**src/rtl/uart_rx_frame_ctrl.sv**
```systemverilog
// uart_rx_frame_ctrl
// Sequences bytes from the UART byte receiver into validated frames of the
// form header, length, payload[length], checksum (XOR of length and payload).
// A completed frame is held on the outputs until the consumer acknowledges it.
//
// state     | meaning
// ----------+------------------------------------------------------------
// S_IDLE    | waiting for the header byte; other bytes are discarded
// S_LEN     | header seen, waiting for the payload length byte
// S_PAYLOAD | collecting payload bytes into the buffer
// S_CHECK   | waiting for the checksum byte
// S_HOLD    | frame presented with frame_valid until frame_ack
module uart_rx_frame_ctrl #(
   parameter int          MAX_LEN = 8,
   parameter logic [7:0]  HEADER  = 8'hA5,
   parameter logic [15:0] TIMEOUT = 16'd20000
) (
   input  logic                 clk,
   input  logic                 rst_n,
   input  logic [7:0]           rx_data,
   input  logic                 rx_done,
   output logic [8*MAX_LEN-1:0] frame_data,
   output logic [3:0]           frame_len,
   output logic                 frame_valid,
   input  logic                 frame_ack,
   output logic                 frame_err,
   output logic [1:0]           err_code,
   output logic                 busy
);

   typedef enum logic [2:0] {
      S_IDLE,
      S_LEN,
      S_PAYLOAD,
      S_CHECK,
      S_HOLD
   } state_t;

   localparam logic [7:0] LEN_MAX = 8'(MAX_LEN);

   localparam logic [1:0] ERR_OVERRUN = 2'd0;
   localparam logic [1:0] ERR_LEN     = 2'd1;
   localparam logic [1:0] ERR_CHK     = 2'd2;
   localparam logic [1:0] ERR_TMO     = 2'd3;

   state_t                 r_state;
   logic                   r_rx_done_q;
   logic [3:0]             r_len;
   logic [3:0]             r_idx;
   logic [7:0]             r_chk;
   logic [15:0]            r_tmo;
   logic [8*MAX_LEN-1:0]   r_buf;
   logic [3:0]             r_frame_len;
   logic                   r_frame_valid;
   logic                   r_frame_err;
   logic [1:0]             r_err_code;
   logic                   r_busy;

   logic                   w_strobe;
   logic                   w_len_ok;
   logic                   w_tmo_hit;
   logic                   w_abort;
   logic                   w_ovr;
   logic [1:0]             w_err_code;

   assign w_strobe  = rx_done & ~r_rx_done_q;
   assign w_len_ok  = (rx_data != 8'd0) && (rx_data <= LEN_MAX);
   assign w_tmo_hit = (r_tmo == TIMEOUT - 16'd1);

   assign frame_data  = r_buf;
   assign frame_len   = r_frame_len;
   assign frame_valid = r_frame_valid;
   assign frame_err   = r_frame_err;
   assign err_code    = r_err_code;
   assign busy        = r_busy;

   // Edge detect on rx_done; reset to 1 so a level already high is not a byte.
   always_ff @(posedge clk or negedge rst_n) begin
      if (!rst_n) r_rx_done_q <= 1'b1;
      else        r_rx_done_q <= rx_done;
   end

   // Classify this cycle's error: aborts return to idle, overrun keeps the frame.
   always_comb begin
      w_abort    = 1'b0;
      w_ovr      = 1'b0;
      w_err_code = ERR_OVERRUN;
      case (r_state)
         S_LEN: begin
            if (w_strobe && !w_len_ok) begin
               w_abort    = 1'b1;
               w_err_code = ERR_LEN;
            end else if (!w_strobe && w_tmo_hit) begin
               w_abort    = 1'b1;
               w_err_code = ERR_TMO;
            end
         end
         S_PAYLOAD: begin
            if (!w_strobe && w_tmo_hit) begin
               w_abort    = 1'b1;
               w_err_code = ERR_TMO;
            end
         end
         S_CHECK: begin
            if (w_strobe && (rx_data != r_chk)) begin
               w_abort    = 1'b1;
               w_err_code = ERR_CHK;
            end else if (!w_strobe && w_tmo_hit) begin
               w_abort    = 1'b1;
               w_err_code = ERR_TMO;
            end
         end
         S_HOLD: begin
            if (w_strobe && !frame_ack) begin
               w_ovr      = 1'b1;
               w_err_code = ERR_OVERRUN;
            end
         end
         default: ;
      endcase
   end

   // Frame FSM with registered outputs, timeout counter and payload buffer.
   always_ff @(posedge clk or negedge rst_n) begin
      if (!rst_n) begin
         r_state       <= S_IDLE;
         r_len         <= 4'd0;
         r_idx         <= 4'd0;
         r_chk         <= 8'd0;
         r_tmo         <= 16'd0;
         r_buf         <= '0;
         r_frame_len   <= 4'd0;
         r_frame_valid <= 1'b0;
         r_frame_err   <= 1'b0;
         r_err_code    <= 2'd0;
         r_busy        <= 1'b0;
      end else begin
         r_frame_err <= w_abort | w_ovr;
         if (w_abort | w_ovr) r_err_code <= w_err_code;

         if (w_abort) begin
            r_state <= S_IDLE;
            r_busy  <= 1'b0;
            r_buf   <= '0;
            r_idx   <= 4'd0;
            r_tmo   <= 16'd0;
         end else begin
            case (r_state)
               S_IDLE: begin
                  r_tmo <= 16'd0;
                  if (w_strobe && (rx_data == HEADER)) begin
                     r_state <= S_LEN;
                     r_busy  <= 1'b1;
                     r_buf   <= '0;
                  end
               end
               S_LEN: begin
                  if (w_strobe) begin
                     r_len   <= rx_data[3:0];
                     r_chk   <= rx_data;
                     r_idx   <= 4'd0;
                     r_tmo   <= 16'd0;
                     r_state <= S_PAYLOAD;
                  end else begin
                     r_tmo <= r_tmo + 16'd1;
                  end
               end
               S_PAYLOAD: begin
                  if (w_strobe) begin
                     for (int i = 0; i < MAX_LEN; i++) begin
                        if (r_idx == 4'(i)) r_buf[8*i +: 8] <= rx_data;
                     end
                     r_chk <= r_chk ^ rx_data;
                     r_idx <= r_idx + 4'd1;
                     r_tmo <= 16'd0;
                     if (r_idx == r_len - 4'd1) r_state <= S_CHECK;
                  end else begin
                     r_tmo <= r_tmo + 16'd1;
                  end
               end
               S_CHECK: begin
                  if (w_strobe) begin
                     r_state       <= S_HOLD;
                     r_frame_valid <= 1'b1;
                     r_frame_len   <= r_len;
                     r_tmo         <= 16'd0;
                  end else begin
                     r_tmo <= r_tmo + 16'd1;
                  end
               end
               S_HOLD: begin
                  r_tmo <= 16'd0;
                  if (frame_ack) begin
                     r_frame_valid <= 1'b0;
                     if (w_strobe && (rx_data == HEADER)) begin
                        r_state <= S_LEN;
                        r_busy  <= 1'b1;
                        r_buf   <= '0;
                        r_idx   <= 4'd0;
                     end else begin
                        r_state <= S_IDLE;
                        r_busy  <= 1'b0;
                     end
                  end
               end
               default: begin
                  r_state <= S_IDLE;
                  r_busy  <= 1'b0;
               end
            endcase
         end
      end
   end

endmodule

```
**config.mk**
```make
export PLATFORM = sky130hd
export DESIGN_NAME = uart_rx_frame_ctrl
export DESIGN_NICKNAME = d
export VERILOG_FILES = /design/src/rtl/uart_rx_frame_ctrl.sv
export SDC_FILE = /design/constraint.sdc
export NUM_CORES = 1
export LEC_CHECK = 0
export BUFFER_PORTS_ARGS = -buffer_cell sky130_fd_sc_hd__buf_2
export CELL_PAD_IN_SITES_DETAIL_PLACEMENT = 0
export CELL_PAD_IN_SITES_GLOBAL_PLACEMENT = 1
export CORE_UTILIZATION = 50
export CTS_CLUSTER_SIZE = 12
export DETAILED_ROUTE_END_ITERATION = 6
export GPL_TIMING_DRIVEN = 0
export HOLD_SLACK_MARGIN = 0.1
export PLACE_DENSITY_LB_ADDON = 0.1
export SLEW_MARGIN = 5
export SYNTH_ARGS = -nofsm -noshare
export SYNTH_HDL_FRONTEND = slang
export SYNTH_SLANG_ARGS = --single-unit
export TNS_END_PERCENT = 50
```
**constraint.sdc**
```tcl
create_clock -name clk -period 5.3 [get_ports clk]
set_clock_uncertainty 0.05 [all_clocks]
set_input_delay 0.53 -clock clk [delete_from_list [all_inputs] [get_ports clk]]
set_output_delay 0.53 -clock clk [all_outputs]
set_load 0.01 [all_outputs]
```
==> impl_metrics.py <==
metrics = {
    "setup_path": {
        "worstSetupStartpointType": "flip-flop",
        "crit_fanout": 10,
        "cp_num_buf_inv": 1,
        "r2r_start": "r_tmo[7]$_DFFE_PN0P_",
        "cpMaxStageDelayCell": "or4_4",
        "critPathTopFamily": "simple AND/OR/NAND/NOR gates",
        "cp.arrival_ns": 2.92,
        "path_class": "flip-flop to flip-flop",
        "crit_path_end_kind": "flip-flop",
        "reg2reg_to": "frame_data[30]$_DFFE_PN0P_",
        "critical_path.cell_chain": "or4_4, nor4_4, nand2_4, buf_2, o2111ai_4, mux2_4",
        "cpPeakStageDelay_ns": 0.56,
        "ff2ff_path_depth": 6,
        "path_depth": 6,
        "r2r_slack_ns": 2.57,
        "worstPathRequired_ns": 5.49,
    },
    "sta": {
        "slew_headroom_pct": 40.2,
        "setup_ws_ns": 2.57,
        "period_share_pct": 51.5,
        "hold_viol": 0,
        "fmax_mhz": 367,
        "drv_slew": 0,
        "hold_slack_ns": 0.253,
        "tightestPinTransition_ns": 0.891,
        "setup_viol": 0,
        "period_needed_ns": 2.73,
        "rsz0062_at_grt": "no",
        "fin_setup_tns_ns": 0,
    },
    "run": {
        "max-cap-violations": 0,
    },
    "floorplanning": {
        "dieHeight_um": 108,
        "ioPinCount": 85,
        "dieArea_um2": 11700,
        "initial_core_util_pct": 51.7,
        "num_rows": 38,
        "core_area_um2": 10900,
        "die_w_um": 108,
    },
    "yosys": {
        "ys.flop_type": "dfrtp_1",
        "ys_seq_elements": 109,
        "synthDistinctLibCells": 63,
        "ys_warn_count": 0,
        "synth_edf_count": 0,
        "syn_area_per_cell_um2": 12.5,
        "seq_area_frac_synth_pct": 48.3,
        "syn-num-nets": 472,
        "synth.cell_area_um2": 5660,
        "ys_async_sr_fraction_pct": 100,
        "synthCells": 454,
    },
    "pwr": {
        "ir_worst_vdd_mv": 0.303,
        "p_leak_nw": 3.27,
        "finalPower_mw": 3.56,
        "power_per_cell_area_nw_per_um2": 540,
    },
    "clock_tree": {
        "cts_resized": 0,
        "htreeDepth": 3,
        "cts_tree": "done",
        "cts_sinks": 109,
        "post-cts-setup-buffer-count": 0,
        "ctsLongestPathBuffers": 2,
        "numCtsBuffers": 9,
        "clock_latency_ns": 0.35,
        "clk_pin_slew_worst_paths_ns": 0.07,
        "clock-root-buffer": "clkbuf_16",
        "cts_hold_buf": 1,
    },
    "cells_and_area": {
        "area_delta_synth_final_pct": 16.5,
        "drive_gt1_share_pct": 37.9,
        "n_antenna_cell": 0,
        "fill_cells": 912,
        "fin_nets": 565,
    },
    "route": {
        "wl_um": 12400,
        "postRouteAntennaNets": 0,
        "wl_per_cell_um": 17.9,
        "post-route-drc-count": 0,
        "first_iter_violations": 183,
        "vias": 3892,
        "drtPass1Iterations": 4,
        "avgViaCountPerCell": 5.62,
    },
    "worst_hold_path": {
        "whs_path_depth": 1,
        "holdCritPathClass": "input pin to flip-flop",
        "min_from": "rx_done",
        "holdPathEnd": "r_rx_done_q$_DFF_PN1_",
    },
    "placed_design": {
        "gp_congestion": 0.832,
        "portBuffers": 80,
        "hpwl_um": 8740,
        "pre_cts_slack_ns": 2.30,
    },
    "global_route": {
        "antenna_found_initial": 0,
        "overflow": 0,
        "grt_max_degree": 78,
        "grt_first_pass_wirelength_um": 20000,
        "grt_use_total_pct": 22.4,
        "grt_pass1_vias": 3778,
    },
    "outcome": {
        "run_status": "complete, no violations",
    },
}
[routing by layer]
metal  part of all wire [%]  track usage, %  wire length, um
met4                    1.6            8.40              201
met2                     46            34.8             5720
met1                     48            31.6             5920
met5                      0               0                0
met3                    4.3            3.32              532
[registers in the layout, indices dropped and copies added, names as in the netlist]
name	flops
busy	1
err_code	2
frame_data	64
frame_err	1
frame_len	4
frame_valid	1
r_chk	8
r_idx	4
r_len	4
r_rx_done_q	1
r_state	3
r_tmo	16
[through the flow]
stage	util [%]	cells	cell area, um^2
after detailed placement	57.3	675	6260
after CTS	60.3	692	6590
after global routing	60.3	692	6590
after global placement	57.0	674	6230
final	60.3	692	6590
after floorplan	-	454	5660
[layout by cell type, fill, tap and decap left out, drive strengths merged, types with 2 or more instances in the layout]
cell type	Yosys	routed
xor2	16	16
o21ai	15	15
nand4	6	6
nor2	19	19
nand2b	5	5
o2111ai	4	4
mux2	72	72
inv	8	11
nor3	6	6
a21oi	32	32
or4	3	3
clkinv	0	2
a31oi	7	7
o2111a	4	4
o22ai	2	2
buf	16	97
ha	6	6
and3	13	13
nand2	19	19
nand3	24	24
clkbuf	18	28
a21o	2	2
nand4b	3	3
or4b	4	4
nor4	4	4
dfrtp	108	108
or3	2	2
nor2b	3	3
and4	2	2
and2	3	3
nor3b	2	2
xnor2	6	6
[power breakdown]
part	switching, mW	internal [mW]	leakage (nW)	total, mW
clock	0.326	0.388	0.156	0.715
sequential	0.190	1.11	1.44	1.30
combinational	0.761	0.787	1.67	1.55
[synth_stat cells (2+ instances only)]
library cell,count,area (um^2)
nand4_1,6,37.5
mux2_4,64,961
and3_4,7,78.8
and2_1,3,18.8
buf_6,13,146
and3_1,6,37.5
o2111a_1,4,45.0
or3_1,2,12.5
a21oi_1,32,160
nor3b_1,2,15.0
inv_1,8,30.0
xnor2_1,6,52.6
nor3_1,5,25.0
ha_1,6,75.1
o21ai_0,14,70.1
clkbuf_1,18,67.6
or4b_2,2,20.0
and4_1,2,17.5
a21o_1,2,15.0
nand3_1,24,120
dfrtp_1,108,2700
o2111ai_4,4,105
nand2_1,18,67.6
buf_2,3,15.0
nor4_1,3,18.8
nand2b_1,5,31.3
nand4b_1,3,26.3
mux2_2,8,90.1
o22ai_1,2,12.5
or4_1,2,15.0
a31oi_1,6,37.5
nor2b_1,3,18.8
xor2_1,16,140
nor2_1,18,67.6
[logic make-up (layout without fill, tap and decap cells)]
kind of cell	count (synthesis)	in the layout	synth area share (%)
DFF	109	109	48.3
and+or+nand+nor	120	120	12.9
buffers and inverters	42	140	4.58
muxes	72	72	18.6
xor gates and xnor gates	22	22	3.41
adders and majority gates	6	6	1.33
AOI/OAI and AO/OA	83	83	10.9
[area by class of cell]
type                    instances  area [um^2]  share of cell area (%)
repair buffers                 82          444                    6.74
clock buffers                  10          239                    3.63
inverters                       8         30.0                   0.456
clock inverters                 6         76.3                    1.16
well taps                     140          175                    2.66
multi-input cells             303         2670                    40.5
flip-flops and latches        109         2730                    41.4
plain buffers                  34          229                    3.47
[how the worst max path moves through the flow]
stage	from	to	slack, ns
CTS	r_tmo[7]$_DFFE_PN0P_	frame_data[30]$_DFFE_PN0P_	2.57
global placement	rx_data[3]	frame_len[2]$_DFFE_PN0P_	2.33
finish	r_tmo[7]$_DFFE_PN0P_	frame_data[30]$_DFFE_PN0P_	2.57
detailed placement	rx_data[3]	frame_len[0]$_DFFE_PN0P_	2.30
global route	r_state[0]$_DFFE_PN0P_	r_idx[2]$_DFFE_PN0P_	2.43
floorplan	rx_data[1]	frame_data[0]$_DFFE_PN0P_	2.75
(Power assumes the default switching activity.)
